--- src/rtl/rf_arb_pkg.sv ---
// Shared types and default widths for the register-file write-port arbiter.
package rf_arb_pkg;

    typedef enum logic [1:0] {
        IDLE = 2'd0,
        OWN0 = 2'd1,
        OWN1 = 2'd2
    } arb_state_e;

    localparam int RF_DATA_WIDTH = 32;
    localparam int RF_ADDR_WIDTH = 3;
    localparam int RF_MAX_BURST  = 4;

endpackage

--- src/rtl/rr_pick2.sv ---
// Two-way round-robin picker: on a tie the requester that did not win last time is chosen.
module rr_pick2 (
    input  logic req0,
    input  logic req1,
    input  logic last,
    output logic gnt0,
    output logic gnt1
);

    // last=1 means requester 1 won most recently, so requester 0 takes the tie
    always_comb begin
        gnt0 = 1'b0;
        gnt1 = 1'b0;
        if (req0 && req1) begin
            gnt0 = last;
            gnt1 = ~last;
        end else begin
            gnt0 = req0;
            gnt1 = req1;
        end
    end

endmodule

--- src/rtl/rf_write_arbiter.sv ---
// Shares the register-file write port between two requesters with round-robin
// arbitration and optional locked bursts; the write stage is registered.
module rf_write_arbiter
    import rf_arb_pkg::*;
#(
    parameter int DATA_WIDTH = RF_DATA_WIDTH,
    parameter int ADDR_WIDTH = RF_ADDR_WIDTH,
    parameter int MAX_BURST  = RF_MAX_BURST
) (
    input  logic                  clk,
    input  logic                  reset,
    input  logic                  req0,
    input  logic                  lock0,
    input  logic [ADDR_WIDTH-1:0] addr0,
    input  logic [DATA_WIDTH-1:0] din0,
    output logic                  gnt0,
    input  logic                  req1,
    input  logic                  lock1,
    input  logic [ADDR_WIDTH-1:0] addr1,
    input  logic [DATA_WIDTH-1:0] din1,
    output logic                  gnt1,
    output logic                  we,
    output logic [ADDR_WIDTH-1:0] Addr,
    output logic [DATA_WIDTH-1:0] wdata,
    output logic                  busy
);

    localparam int CNT_W = $clog2(MAX_BURST + 1);

    arb_state_e             state_q;
    logic [CNT_W-1:0]       cnt_q;
    logic                   last_q;
    logic                   we_q;
    logic [ADDR_WIDTH-1:0]  addr_q;
    logic [DATA_WIDTH-1:0]  wdata_q;

    logic                   pick0;
    logic                   pick1;
    logic                   xfer;
    logic                   lock_win;
    logic [CNT_W-1:0]       cnt_inc;
    logic                   at_max;

    rr_pick2 u_pick (
        .req0 (req0),
        .req1 (req1),
        .last (last_q),
        .gnt0 (pick0),
        .gnt1 (pick1)
    );

    // While a burst owner exists the other requester is stalled outright
    always_comb begin
        gnt0 = 1'b0;
        gnt1 = 1'b0;
        unique case (state_q)
            IDLE: begin
                gnt0 = pick0;
                gnt1 = pick1;
            end
            OWN0:    gnt0 = req0;
            OWN1:    gnt1 = req1;
            default: ;
        endcase
    end

    assign xfer     = gnt0 | gnt1;
    assign lock_win = gnt1 ? lock1 : lock0;
    assign cnt_inc  = cnt_q + CNT_W'(1);
    assign at_max   = (cnt_inc == CNT_W'(MAX_BURST));

    always_ff @(posedge clk) begin
        if (reset) begin
            state_q <= IDLE;
            cnt_q   <= '0;
            last_q  <= 1'b1;
            we_q    <= 1'b0;
            addr_q  <= '0;
            wdata_q <= '0;
        end else begin
            we_q <= xfer;
            if (xfer) begin
                addr_q  <= gnt1 ? addr1 : addr0;
                wdata_q <= gnt1 ? din1 : din0;
                last_q  <= gnt1;
            end
            unique case (state_q)
                IDLE: begin
                    if (xfer && lock_win && (MAX_BURST > 1)) begin
                        state_q <= gnt1 ? OWN1 : OWN0;
                        cnt_q   <= CNT_W'(1);
                    end
                end
                OWN0, OWN1: begin
                    // Owner dropping its request, unlocking or hitting the cap all release
                    if (!xfer || !lock_win || at_max) begin
                        state_q <= IDLE;
                        cnt_q   <= '0;
                    end else begin
                        cnt_q <= cnt_inc;
                    end
                end
                default: begin
                    state_q <= IDLE;
                    cnt_q   <= '0;
                end
            endcase
        end
    end

    assign we    = we_q;
    assign Addr  = addr_q;
    assign wdata = wdata_q;
    assign busy  = (state_q != IDLE);

endmodule

--- config.mk ---
export PLATFORM = sky130hd
export DESIGN_NAME = rf_write_arbiter
export DESIGN_NICKNAME = d
export VERILOG_FILES = /design/src/rtl/rf_arb_pkg.sv /design/src/rtl/rr_pick2.sv /design/src/rtl/rf_write_arbiter.sv
export SDC_FILE = /design/constraint.sdc
export NUM_CORES = 1
export LEC_CHECK = 0
export ABC_CLOCK_PERIOD_IN_PS = 2700
export CORE_MARGIN = 2
export CORE_UTILIZATION = 35
export CTS_CLUSTER_DIAMETER = 30
export DETAILED_ROUTE_END_ITERATION = 12
export PLACE_DENSITY = 0.74
export REMOVE_ABC_BUFFERS = 1
export SYNTH_ARGS = -nofsm -noshare
export SYNTH_HDL_FRONTEND = slang
export SYNTH_SLANG_ARGS = --single-unit
--- constraint.sdc ---
create_clock -name clk -period 2.7 [get_ports clk]
set_input_delay 0.81 -clock clk [delete_from_list [all_inputs] [get_ports clk]]
set_output_delay 0.81 -clock clk [all_outputs]
set_load 0.005 [all_outputs]
* Yosys cells after proc, flatten, opt, wreduce, memory -nomap -nowiden *
Cells that the tools add are included.

word-level totals
  bits in registers = 42
  latch bits = 0
  memory bits (writable) = 0
  bits in read-only memories = 0
  output and inout port bits = 39
  word-level logic and storage cells = 38
  memories kept = 0

operators by class
  $add $sub $neg = 1
  multiply operators = 0
  div/mod/pow operators = 0
  magnitude comparators = 0
  equality and inequality tests = 5
  shifts and indexed selects = 0
  muxes and demuxes = 14
  bitwise operators = 2
  reduce and logical (&&, ||, !) cells = 10

operator list
  operator                                                          number
  32-bit 2-to-1 mux                                                 1
  3-bit 2-to-1 mux                                                  3
  2-bit 2-to-1 mux                                                  3
  3-bit case mux with 2 select lines                                1
  2-bit != test (second input constant)                             2
  1-bit case mux with 2 select lines                                2
  2-bit case mux with 2 select lines                                1
  3-bit by 1-bit adder with 3-bit output (second input constant)    1
  3-bit == test (second input constant)                             1
  1-bit 2-to-1 mux                                                  3
  2-bit by 1-bit == test with 1-bit output (second input constant)  1
  2-bit == test (second input constant)                             1
  1-bit logical AND                                                 2
  1-bit zero test                                                   2
  2-bit zero test                                                   1
  1-bit logical OR                                                  2
  2-bit AND reduction                                               1
  2-bit nonzero test                                                1
  2-bit OR reduction                                                1
  1-bit NOT                                                         1
  1-bit OR                                                          1

* Logic depth before layout (Yosys ltp) *
Gate-level depths: netlist (run 1).

  word-level depth = 9
  gate-level depth with buffers = 8
  depth with buffers taken out = 8

* By module *
A second synthesis (run 1) with hierarchy kept.

unflattened totals
  cell total of the unflattened synthesis = 249
  area total of the unflattened synthesis = 1998.2 sq um

by module, submodules not included
  module            times used  cells an instance  area an instance (sq um)  seq. area each (sq um)
  rf_write_arbiter  1           246                1979.4                    840.8
  rr_pick2          1           3                  18.8                      0.0

* Worst setup path before layout (run 1) *
OpenSTA, ideal clock, no wires.

  path type = input -> output
  start point = input req1
  end point = output gnt0
  arrival time = 1.471 ns
  data required time = 1.890 ns
  slack = 0.419 ns
  cell stages on the path = 3
  cell sequence = nor3b_2 > nor2_4 > buf_4

on the way
  longest elaborated chain between the ends = 3

ends and longest elaborated chain
  element                             RTL line                text
  start: declaration                  rf_write_arbiter.sv:17  input logic req1,
  1-bit logical AND                   rr_pick2.sv:14          if (req0 && req1) begin
  1-bit 2-to-1 mux                    rr_pick2.sv:14
  1-bit case mux with 2 select lines  rf_write_arbiter.sv:56  unique case (state_q)
  end: declaration                    rf_write_arbiter.sv:16  output logic gnt0,

Every way passes these cells.

* Worst setup path after layout (run 1) *
  start point = input req0
  end point = output gnt1

on the way
  longest elaborated chain between the ends = 3

ends and longest elaborated chain
  element                             RTL line                text
  start: declaration                  rf_write_arbiter.sv:12  input logic req0,
  1-bit logical AND                   rr_pick2.sv:14
  1-bit 2-to-1 mux                    rr_pick2.sv:14
  1-bit case mux with 2 select lines  rf_write_arbiter.sv:56
  end: declaration                    rf_write_arbiter.sv:21  output logic gnt1,

Every way passes these cells.

==> results_dict.tcl, run 1 <==
set metrics [dict create \
    crit_end "gnt1" \
    slowest_delay_ns 0.43 \
    worstSetupPathType "input port to output port" \
    pre_cts_ws_ns -0.318 \
    worstPathArrival_ns 1.90 \
    routedWlPerCell_microns 13.6 \
    synth_compound_area_share_pct 18.1 \
    yosysUniqueCellTypes 27 \
    maxSlewViolCount 0 \
    syn-instance-count 214 \
    cp_slowest_cell "clkdlybuf4s50_1" \
    post-route-drc-count 0 \
    hold_ws_ns 0.488 \
    first_pass_iters 4 \
    worst_path_dominant_cell_family "buffers and inverters" \
    hp-class "flip-flop to flip-flop" \
    end_kind "output port" \
    final-setup-viol-count 1 \
    dr_total_vias 1970 \
    pwr-share-seq_pct 35.3 \
    fin_area_sq_um 3380 \
    utilization_pct 61.0 \
    rr_endpoint "state_q[0]" \
    clk_pin_slew_ns 0.07 \
    place_congestion 0.741 \
    final.setup.tns_ns -0.00725 \
    top_layer_used "met4" \
    nets 414 \
    drtAntennaViolNets 0 \
    place_inst 395 \
    hold_violations 0 \
    cp.depth 5 \
    path_cells "clkdlybuf4s50_1 > and3b_1 > or2_4 > inv_2 > clkdlybuf4s15_2" \
    ys_seq_area_share_pct 41.4 \
    max_freq_ghz 0.369 \
    drive_gt1_share_pct 7.83 \
    total_power_mw 2.45 \
    synthXorXnorAreaFrac_pct 0.431 \
    clock-sinks 42 \
    synth_edf_count 0 \
    synthMuxAreaShare_pct 17.7 \
    row_count 27 \
    final_cell_mix "clkdlybuf4s50_1, dfxtp_1, nor2_1, mux2i_1, a211oi_1" \
    relSlewSlack_pct 59.1 \
    gr-total-overflow 0 \
    ys_seq_elements 42 \
    pwr-share-comb_pct 47.9 \
    dr_wl_met3_microns 411 \
    cp_max_fo 2 \
    fin_crit_sh_pct 100 \
    violations "negative setup slack" \
    skew_ns 0.00463 \
    die_h_microns 80.2 \
    syn_area_sq_um 2030 \
    switching_share_pct 32.4 \
    cts_max_level 2 \
    grtUsageTotal_pct 17.2 \
    yosys_warnings 0 \
    via_per_inst 4.88 \
    ctsHoldBuffers 0 \
    fin_crit_ns 2.71 \
    cp-startpoint "req0" \
    syn_avg_cell_area_sq_um 9.49 \
    cts.path.max_buffers 2 \
    p_int_mw 1.66 \
    grt_pass1_wl_microns 8760 \
    yosys.area_share.simple_pct 13.0 \
    cts_tree "yes" \
    required_ns 1.89 \
    fin_cells 404 \
    drv_cap 0 \
    power_density_nw_per_um2 727 \
    ys.flop_type "dfxtp_1" \
    grt_max_degree 41 \
    worstMarginPinSlew_ns 0.614 \
    drtIter0Drc 45 \
    routed_wl_microns 5500 \
    crit_buf_inv 3 \
    p_clk_share_pct 16.8 \
    detailroute.wirelength.met2_microns 2800 \
    final_common_cell "clkdlybuf4s50_1" \
    run_status "complete, but fails checks" \
    worst_r2r_path_depth 8 \
    netSwitchingPower_uw 796 \
    core_area_sq_um 5540 \
    die-area_sq_um 6430 \
    clock_latency_ns 0.29 \
    diodes 0 \
    numCtsBuffers 5 \
    io_buffers 114 \
    synthToLayoutAreaGrowth_pct 66.3 \
    antenna_found_initial 0 \
    grt_pass1_vias 2029 \
    io_pins 115 \
    startpoint_type "input port" \
    place_area_sq_um 3270 \
    timing.rr.start "state_q[0]" \
    r2r_slack_ns 0.39 \
    dieWidth_microns 80.2 \
    leakage_nw 1.35 \
    peakVddDrop_uv 491 \
    rsz0062_at_grt "yes" \
    synth_top_family_by_area "compound AO/OA/AOI/OAI gates" \
    initial_utilization_pct 36.7 \
    met1_length_microns 2260 \
    postLayoutSetupSlackWorst_ns -0.00725 \
    synthArstFlopShare_pct 0 \
    dp_hpwl_microns 4020 \
    synthAdderAreaFrac_pct 4.31 \
    ctsRootBufferMaster "clkbuf_8" \
]
==> area by class of cell <==
type,count,area (sq um)
Clock buffer,7,86.3
Inverter,6,22.5
Multi-Input combinational cell,150,1100
Tap cell,72,90.1
Fill cell,510,2160
Sequential cell,42,841
Timing Repair Buffer,126,1230
Clock inverter,1,5.00
==> kinds of logic after synthesis <==
family                     Yosys count
DFF                                 42
buffers and inverters               22
and+or+nand+nor                     55
xor gates and xnor gates             1
AOI/OAI and AO/OA                   51
adders and majority gates            7
muxes                               36
==> how the worst min path moves through the flow <==
stage / slack (ns) / start / endpoint / cells after the start
floorplan: 0.45 / cnt_q[1] / cnt_q[1] / 2
finish: 0.49 / cnt_q[1] / cnt_q[1] / 2
global placement: 0.47 / cnt_q[1] / cnt_q[1] / 2
CTS: 0.49 / cnt_q[1] / cnt_q[1] / 2
detailed placement: 0.49 / cnt_q[1] / cnt_q[1] / 2
global route: 0.51 / cnt_q[1] / cnt_q[1] / 2
==> state kept, by name, indices dropped and copies added (netlist names) <==
register and cells:
wdata 32, last_q 1, Addr 3, we 1
cnt_q 3, state_q 2
==> routing by layer <==
layer	global-route usage [%]	vias to the layer above
met5	0	-
met4	4.58	0
met3	5.73	4
met2	30.6	64
met1	19.6	893
li1	-	1009
==> synth_stat cells (all sizes together), types with 3 or more instances <==
| cell | instances | share of area, % |
|---|---|---|
| a211oi | 35 | 13 |
| a21oi | 5 | 1.2 |
| buf | 5 | 1.8 |
| clkbuf | 11 | 2.0 |
| dfxtp | 42 | 41 |
| ha | 7 | 4.3 |
| inv | 6 | 1.1 |
| mux2i | 36 | 18 |
| nand2 | 4 | 0.74 |
| nand2b | 3 | 0.92 |
| nor2 | 39 | 7.6 |
| o21ai | 4 | 0.99 |
| or3 | 3 | 0.92 |
==> worst min-delay path, stage by stage (launching register included) <==
cell     delay [ns]
dfxtp_1        0.33
nand2_1        0.06
a21oi_1        0.05
==> power by group through the flow <==
stage,combinational [mW],clock [mW],sequential [mW]
6_report,1.18,0.412,0.866
5_1_grt,1.30,0.447,0.886
4_1_cts,1.19,0.427,0.868
3_5_place_dp,1.18,0,0.876
3_3_place_gp,1.17,0,0.873
2_1_floorplan,0.561,0,0.883
==> repair_timing <==
action	CTS	global route
setup endpoints to repair	2	1
pin swaps	1	0
buffers inserted	1	0
endpoints found under the hold margin	0	0
resized for setup	6	2
gates cloned	0	0
Power figures use the tool's default switching activity.
==> inputs of run 2 (changes only) <==
CAP_MARGIN = 20   (was unset)
CORE_UTILIZATION = 62   (was 35)
DONT_BUFFER_PORTS = 1   (was unset)
PLACE_DENSITY = 0.78   (was 0.74)
==> results_dict.tcl, run 2 (synthesis results as in run 1) <==
set metrics [dict create \
    grtUsageTotal_pct 24.3 \
    cts.path.max_buffers 2 \
    fill_cells 263 \
    rsz0062_at_grt "no" \
    drtIter0Drc 87 \
    run_status "completed" \
    final_common_cell "dfxtp_1" \
    hold_ws_ns 0.489 \
    cts_max_level 2 \
    worstMarginPinSlew_ns 0.433 \
    peakVddDrop_uv 429 \
    routedWlPerCell_microns 17.6 \
    grt_max_degree 44 \
    initial_utilization_pct 66.0 \
    hp-class "flip-flop to flip-flop" \
    gr-total-overflow 0 \
    clk_pin_slew_ns 0.12 \
    worstSetupPathType "flip-flop to output port" \
    core_area_sq_um 3080 \
    worst_r2r_path_depth 8 \
    final_cell_mix "dfxtp_1, nor2_1, mux2i_1, a211oi_1, ha_1" \
    dr_total_vias 1563 \
    ctsResizeCount 0 \
    maxSlewViolCount 0 \
    total_power_mw 1.93 \
    grt_pass1_vias 1567 \
    power_density_nw_per_um2 917 \
    fin_area_sq_um 2100 \
    utilization_pct 68.2 \
    clock_latency_ns 0.35 \
    first_pass_iters 4 \
    post-route-drc-count 0 \
    via_per_inst 6.13 \
    drv_cap 0 \
    cp_max_fo 5 \
    io_pins 115 \
    io_buffers 0 \
    row_count 20 \
    relSlewSlack_pct 70.9 \
    largest_reg_flops 32 \
    ctsHoldBuffers 0 \
    final.setup.tns_ns 0 \
    dieWidth_microns 61.2 \
    place_area_sq_um 2040 \
    drtAntennaViolNets 0 \
    fin_crit_ns 2.45 \
    hold_violations 0 \
    synthToLayoutAreaGrowth_pct 3.39 \
    leakage_nw 0.853 \
    drive_gt1_share_pct 7.58 \
    skew_ns 0.00718 \
    cts_tree "yes" \
    startpoint_type "flip-flop" \
    final-setup-viol-count 0 \
    clock-sinks 42 \
    dp_hpwl_microns 3280 \
    max_freq_ghz 0.407 \
    numCtsBuffers 5 \
    die-area_sq_um 3750 \
    grt_pass1_wl_microns 6560 \
    fin_crit_sh_pct 90.9 \
    cts_setup_buffers 0 \
    die_h_microns 61.2 \
    routed_wl_microns 4490 \
    diodes 0 \
    holdPathStages 2 \
    end_kind "output port" \
    ctsRootBufferMaster "clkbuf_4" \
    nets 293 \
    required_ns 1.89 \
    antenna_found_initial 0 \
    worstPathArrival_ns 1.64 \
    place_congestion 0.818 \
]
run 2: cell count changes in the layout (fill, tap and decap cells not counted), moves of 5 or more:
cell	delta
buf_4	-7
clkbuf_4	+5
clkbuf_8	-6
clkdlybuf4s50_1	-111
run 2: worst paths after layout:
kind / start / endpoint / slack [ns]
max: state_q[0] / gnt1 / 0.25
max reg2reg: state_q[0] / state_q[1] / 0.48
min: cnt_q[1] / cnt_q[1] / 0.49
min reg2reg: cnt_q[1] / cnt_q[1] / 0.49
run 2: layout make-up:
cell class,count,area [sq um],area share (%)
Multi-Input combinational cell,150,1090,51.8
Sequential cell,42,841,40.0
Tap cell,44,55.1,2.62
Clock buffer,6,41.3,1.97
Timing Repair Buffer,5,37.5,1.79
Inverter,6,22.5,1.07
Clock inverter,2,13.8,0.656
run 2: per-stage QoR:
step	setup WS, ns	std cells
floorplan	0.107	198
global placement	0.514	247
detailed placement	0.469	247
CTS	0.242	255
global route	0.172	255
finish	0.245	255
run 2: per-layer routing:
layer | global-route usage [%] | wire [microns] | vias up | part of all wire [%]
li1 | - | - | 765 | -
met1 | 24.7 | 1680 | 710 | 37
met2 | 43.6 | 2320 | 81 | 52
met3 | 7.98 | 408 | 7 | 9.1
met4 | 13.4 | 77 | 0 | 1.7
met5 | 0 | 0 | - | 0
run 2: critical path: stages (launching register included):
cell and delay (ns):
dfxtp_1 0.37, inv_1 0.11, ha_1 0.17, and3b_1 0.20, or2_4 0.28, inv_1 0.16
run 2: power breakdown:
part	leakage, nW	switching [mW]	internal (mW)
Clock	0.0322	0.202	0.102
Combinational	0.472	0.400	0.314
Sequential	0.348	0.128	0.780
